$ cat config.mk
export PLATFORM = sky130hd
export DESIGN_NAME = mem_access_unit
export DESIGN_NICKNAME = d
export VERILOG_FILES = /design/src/rtl/mem_access_unit.sv
export SDC_FILE = /design/constraint.sdc
export NUM_CORES = 1
export LEC_CHECK = 0
export CORE_MARGIN = 4
export CORE_UTILIZATION = 48
export CTS_BUF_LIST = sky130_fd_sc_hd__clkbuf_4
export CTS_CLUSTER_DIAMETER = 80
export DETAILED_ROUTE_END_ITERATION = 16
export GPL_TIMING_DRIVEN = 0
export PLACE_DENSITY = 0.86
export SETUP_SLACK_MARGIN = 0.5
export SLEW_MARGIN = 20
export SYNTH_ARGS = -nofsm -noshare
export SYNTH_HDL_FRONTEND = slang
export SYNTH_SLANG_ARGS = --single-unit
$ cat constraint.sdc
create_clock -name clk -period 2.3 [get_ports clk]
set_input_delay 0.46 -clock clk [delete_from_list [all_inputs] [get_ports clk]]
set_output_delay 0.46 -clock clk [all_outputs]
set_load 0.05 [all_outputs]
$ cat src/rtl/mem_access_unit.sv
// mem_access_unit
//   Moves one load or store from the EX/MEM stage register to a
//   handshaked memory port. The pipeline is frozen until the memory
//   acknowledges. Lane enables and store data are formatted on the way
//   out. The returned word is lane-selected and extended on the way back.
//
// Ports
//   clk, reset        clock (rising edge), asynchronous active-low reset
//   MemReadE2M        load request
//   MemWriteE2M       store request (wins when both are high)
//   Funct3E2M         access width/sign code
//   ALUOutE2M         effective byte address
//   StoreDataE2M      store data
//   mem_req/mem_we    memory request / write strobe (registered)
//   mem_addr          word-aligned address (registered)
//   mem_wdata         lane-replicated store data (registered)
//   mem_byteen        byte-lane enables (registered)
//   mem_ack/mem_rdata completion pulse / read word
//   StallM            combinational pipeline freeze
//   LoadDataM         formatted load result, held until the next load
//   LoadValidM        one-cycle pulse when LoadDataM is updated
//   MisalignM         one-cycle misaligned-access pulse
//
// Build option
//   MISALIGN_CHECK_EN: misaligned half/word accesses are rejected with a
//   MisalignM pulse. When it is undefined, MisalignM is 0 and misaligned
//   accesses go to memory using the normal lane selection.
module mem_access_unit (
  input  logic        clk,
  input  logic        reset,
  input  logic        MemReadE2M,
  input  logic        MemWriteE2M,
  input  logic [2:0]  Funct3E2M,
  input  logic [31:0] ALUOutE2M,
  input  logic [31:0] StoreDataE2M,
  output logic        mem_req,
  output logic        mem_we,
  output logic [31:0] mem_addr,
  output logic [31:0] mem_wdata,
  output logic [3:0]  mem_byteen,
  input  logic        mem_ack,
  input  logic [31:0] mem_rdata,
  output logic        StallM,
  output logic [31:0] LoadDataM,
  output logic        LoadValidM,
  output logic        MisalignM
);

  typedef enum logic [1:0] {
    IDLE   = 2'b00,
    ACCESS = 2'b01,
    DONE   = 2'b10
  } stateT;

  stateT       state;
  logic        accessReq;
  logic        startAcc;
  logic [1:0]  offQ;
  logic [2:0]  funct3Q;
  logic [3:0]  byteenD;
  logic [31:0] wdataD;
  logic [7:0]  byteSel;
  logic [15:0] halfSel;
  logic [31:0] loadFmt;

  assign accessReq = MemReadE2M | MemWriteE2M;

`ifdef MISALIGN_CHECK_EN
  logic misaligned;

  always_comb begin
    misaligned = 1'b0;
    case (Funct3E2M[1:0])
      2'b00:   misaligned = 1'b0;
      2'b01:   misaligned = ALUOutE2M[0];
      default: misaligned = |ALUOutE2M[1:0];
    endcase
  end

  assign startAcc = accessReq & ~misaligned;
`else
  assign startAcc  = accessReq;
  assign MisalignM = 1'b0;
`endif

  // Funct3[1:0]: 00 byte, 01 half, 1x word; Funct3[2] selects zero-extension.
  always_comb begin
    byteenD = 4'b1111;
    wdataD  = StoreDataE2M;
    case (Funct3E2M[1:0])
      2'b00: begin
        byteenD = 4'b0001 << ALUOutE2M[1:0];
        wdataD  = {4{StoreDataE2M[7:0]}};
      end
      2'b01: begin
        byteenD = ALUOutE2M[1] ? 4'b1100 : 4'b0011;
        wdataD  = {2{StoreDataE2M[15:0]}};
      end
      default: begin
        byteenD = 4'b1111;
        wdataD  = StoreDataE2M;
      end
    endcase
  end

  // The byte offset and code are kept from request time because mem_addr
  // has lost the low address bits by the time the read data returns.
  always_comb begin
    byteSel = mem_rdata[{offQ, 3'b000} +: 8];
    halfSel = offQ[1] ? mem_rdata[31:16] : mem_rdata[15:0];
    case (funct3Q[1:0])
      2'b00:   loadFmt = funct3Q[2] ? {24'h000000, byteSel} : {{24{byteSel[7]}}, byteSel};
      2'b01:   loadFmt = funct3Q[2] ? {16'h0000, halfSel} : {{16{halfSel[15]}}, halfSel};
      default: loadFmt = mem_rdata;
    endcase
  end

  always_comb begin
    case (state)
      IDLE:    StallM = startAcc;
      ACCESS:  StallM = 1'b1;
      default: StallM = 1'b0;
    endcase
  end

  always_ff @(posedge clk or negedge reset) begin
    if (!reset) begin
      state      <= IDLE;
      mem_req    <= 1'b0;
      mem_we     <= 1'b0;
      mem_addr   <= '0;
      mem_wdata  <= '0;
      mem_byteen <= '0;
      LoadDataM  <= '0;
      LoadValidM <= 1'b0;
      offQ       <= '0;
      funct3Q    <= '0;
`ifdef MISALIGN_CHECK_EN
      MisalignM  <= 1'b0;
`endif
    end else begin
      LoadValidM <= 1'b0;
`ifdef MISALIGN_CHECK_EN
      MisalignM  <= (state == IDLE) && accessReq && misaligned;
`endif
      case (state)
        IDLE: begin
          if (startAcc) begin
            state      <= ACCESS;
            mem_req    <= 1'b1;
            mem_we     <= MemWriteE2M;
            mem_addr   <= {ALUOutE2M[31:2], 2'b00};
            mem_wdata  <= wdataD;
            mem_byteen <= byteenD;
            offQ       <= ALUOutE2M[1:0];
            funct3Q    <= Funct3E2M;
          end
        end
        ACCESS: begin
          if (mem_ack) begin
            state   <= DONE;
            mem_req <= 1'b0;
            if (!mem_we) begin
              LoadDataM  <= loadFmt;
              LoadValidM <= 1'b1;
            end
          end
        end
        DONE:    state <= IDLE;
        default: state <= IDLE;
      endcase
    end
  end

endmodule
==> results.json <==
{
  "grt_pass1_wl_um": 25660,
  "fin_area_mm2": 0.007665,
  "syn_area_mm2": 0.005161,
  "async_flop_share_pct": 100.0,
  "htreeDepth": 3,
  "finalCriticalPeriod_ns": 1.797,
  "p_per_area_mw_per_mm2": 1536,
  "grt_pass1_vias": 4941,
  "synthFlopType": "dfrtp_1",
  "arrival_ns": 1.34,
  "grt-ovfl-total": 0,
  "path_class": "in -> out",
  "fp.dieArea_mm2": 0.01248,
  "dp_hpwl_um": 12160,
  "grt_usage_pct": 25.36,
  "clk-insertion-delay-late_ns": 0.43,
  "pre_cts_slack_ns": -0.1316,
  "hp-class": "in -> reg",
  "outcome": "completed",
  "finClkSkew_ns": 0.01885,
  "start_util_pct": 49.55,
  "maxCapViolations": 0,
  "seq_area_mm2": 0.002703,
  "area_growth_pct": 48.51,
  "endpoint_kind": "output port",
  "clkSlewWorstSetupHoldPaths_ns": 0.17,
  "fmax_mhz": 556.4,
  "grt_max_degree": 62,
  "period_share_pct": 78.14,
  "drc": 0,
  "n_fill_cell": 733,
  "nets": 782,
  "port_buffers": 205,
  "ys_ff_latch": 108,
  "postSynthCellCount": 458,
  "dieHeight_um": 111.7,
  "wire_per_inst_um": 19.35,
  "worstPathRequired_ns": 1.84,
  "layout.cells.non_filler": 819,
  "vias_per_cell": 5.552,
  "finalHoldViolCount": 0,
  "yosys_warnings": 0,
  "dp.cells": 802,
  "synth_top_area_share_pct": 52.36,
  "antenna_left": 0,
  "fin_ws_ns": 0.5027,
  "cts_sinks": 108,
  "ios": 209,
  "start_kind": "input pin",
  "avgSynthCellArea_um2": 11.27,
  "cts_max_path_buffers": 2,
  "numCtsBuffers": 9,
  "core-area_mm2": 0.01042,
  "num_vias": 4547,
  "setup_viol": 0,
  "rsz0062_at_grt": "yes",
  "die-width_um": 111.7,
  "multi_input_area_mm2": 0.002196,
  "dr.pass1.iters": 7,
  "drv_slew": 0,
  "postCtsSetupBuffers": 0,
  "synth-edff-count": 0,
  "p_leak_nw": 3.475,
  "drt-total-wl_um": 15850,
  "critPathMaxFanout": 2,
  "yosysSeqAreaShare_pct": 52.36,
  "synth.area.top_cells": "dfrtp_1, mux2i_1, mux2_4",
  "drtIter0Drc": 309,
  "ys_types": 41,
  "worst_pin_slew_ns": 0.5536,
  "placed_area_mm2": 0.007420,
  "num_antenna_cells": 0,
  "row_count": 37,
  "antenna_found_initial": 0,
  "cts_tree": "done",
  "slew-limit-headroom_pct": 63.05,
  "place_congestion": 0.8970,
  "synth_top_cell_by_area": "dfrtp_1",
  "peakVddDrop_v": 0.0009179,
  "drive_above_1_share_pct": 29.14,
  "clockRootBuffer": "clkbuf_4"
}
stage by stage:
stage | power [mW] | hold slack (ns) | setup TNS (ns) | utilization [%]
floorplan | 8.504 | 0.1644 | 0 | -
global placement | 10.98 | 0.4597 | -348.10 | 70.96
detailed placement | 11.19 | 0.4273 | -0.1316 | 71.23
CTS | 11.83 | 0.4921 | 0 | 73.62
global route | 12.40 | 0.3095 | 0 | 73.59
finish | 11.78 | 0.3409 | 0 | 73.59
layout by cell type, fill, tap and decap left out, types with 2 or more instances in the layout:
| cell type | instances |
|---|---|
| a21oi_1 | 32 |
| a221oi_1 | 2 |
| a22oi_1 | 6 |
| and3_1 | 6 |
| buf_2 | 12 |
| buf_4 | 8 |
| buf_6 | 10 |
| clkbuf_1 | 8 |
| clkbuf_2 | 2 |
| clkbuf_4 | 9 |
| clkdlybuf4s15_2 | 99 |
| clkdlybuf4s50_1 | 101 |
| clkinvlp_4 | 2 |
| conb_1 | 3 |
| dfrtp_1 | 108 |
| inv_1 | 7 |
| inv_6 | 2 |
| mux2_1 | 9 |
| mux2_2 | 13 |
| mux2_4 | 20 |
| mux2i_1 | 38 |
| nand2_1 | 52 |
| nand2b_1 | 4 |
| nand3_1 | 23 |
| nand3_2 | 10 |
| nor2_1 | 26 |
| nor3_1 | 2 |
| o211ai_1 | 7 |
| o21ai_0 | 32 |
| o21ai_1 | 2 |
| o22a_1 | 6 |
registers in the layout (all words and copies together) (netlist names):
| name | count |
|---|---|
| LoadDataM | 32 |
| mem_wdata | 32 |
| mem_addr | 30 |
| mem_byteen | 4 |
| funct3Q | 3 |
| offQ | 2 |
| state | 2 |
| LoadValidM | 1 |
| mem_req | 1 |
| mem_we | 1 |
worst paths after layout:
check	depth (start not counted)	slack [ns]	start	end
setup / recovery	4	0.50	MemReadE2M	StallM
hold / removal	3	0.34	MemWriteE2M	mem_we
min in group asynchronous	2	0.50	reset	LoadDataM[26]
hold reg to reg	2	0.50	mem_wdata[15]	mem_wdata[15]
max in group asynchronous	3	1.14	reset	mem_wdata[7]
setup reg to reg	6	0.72	offQ[1]	LoadDataM[29]
cells in the mapped netlist, drive strengths merged, types with 2 or more instances:
| cell type | count |
|---|---|
| nand2b | 4 |
| nor2 | 27 |
| mux2 | 42 |
| nor3b | 2 |
| a221oi | 2 |
| o21ai | 36 |
| o22a | 6 |
| o211ai | 7 |
| inv | 8 |
| dfrtp | 108 |
| mux2i | 38 |
| buf | 28 |
| nand3 | 33 |
| and3 | 6 |
| a22oi | 6 |
| nand2 | 52 |
| nor3 | 3 |
| a21oi | 32 |
| clkbuf | 8 |
routing by layer:
metal	track usage (%)	up-vias	part of all wire, %
met1	29.82	2194	37
met4	6.975	0	1.8
li1	-	2036	-
met3	10.00	32	11
met2	43.25	285	50
met5	0	-	0
report_power, final:
part           internal, mW  total [mW]  switching (mW)
clock                 0.228       0.866           0.639
sequential             2.80        3.38           0.583
combinational          2.59        7.53            4.94
logic make-up after synthesis:
| family | after synthesis | share of synthesized area, % |
|---|---|---|
| AND/OR/NAND/NOR | 131 | 13.12 |
| flip-flops | 108 | 52.36 |
| AO/OA/AOI/OAI | 93 | 10.79 |
| multiplexers | 81 | 18.42 |
| buffers and inverters | 44 | 5.237 |
| other | 1 | 0.07266 |
layout make-up:
| class | count | area share, % |
|---|---|---|
| Tap cell | 136 | 2.220 |
| Inverter | 8 | 0.3918 |
| Sequential cell | 108 | 35.26 |
| Multi-Input combinational cell | 308 | 28.65 |
| Clock buffer | 9 | 0.8815 |
| Clock inverter | 7 | 0.6530 |
| Buffer | 36 | 3.134 |
| Timing Repair Buffer | 207 | 28.81 |
critical path: stages:
cell	delay, ns
clkdlybuf4s50_1	0.52
nor3_1	0.06
nor2_1	0.12
buf_6	0.18
timing repair:
| item | 4_1_cts | 5_1_grt |
|---|---|---|
| gates resized for setup | 307 | 4 |
| hold buffers | 1 | 0 |
| hold endpoints to repair | 47 | 0 |
| endpoints found under the setup margin | 102 | 3 |
No activity file was read; power rests on OpenSTA's default activity.
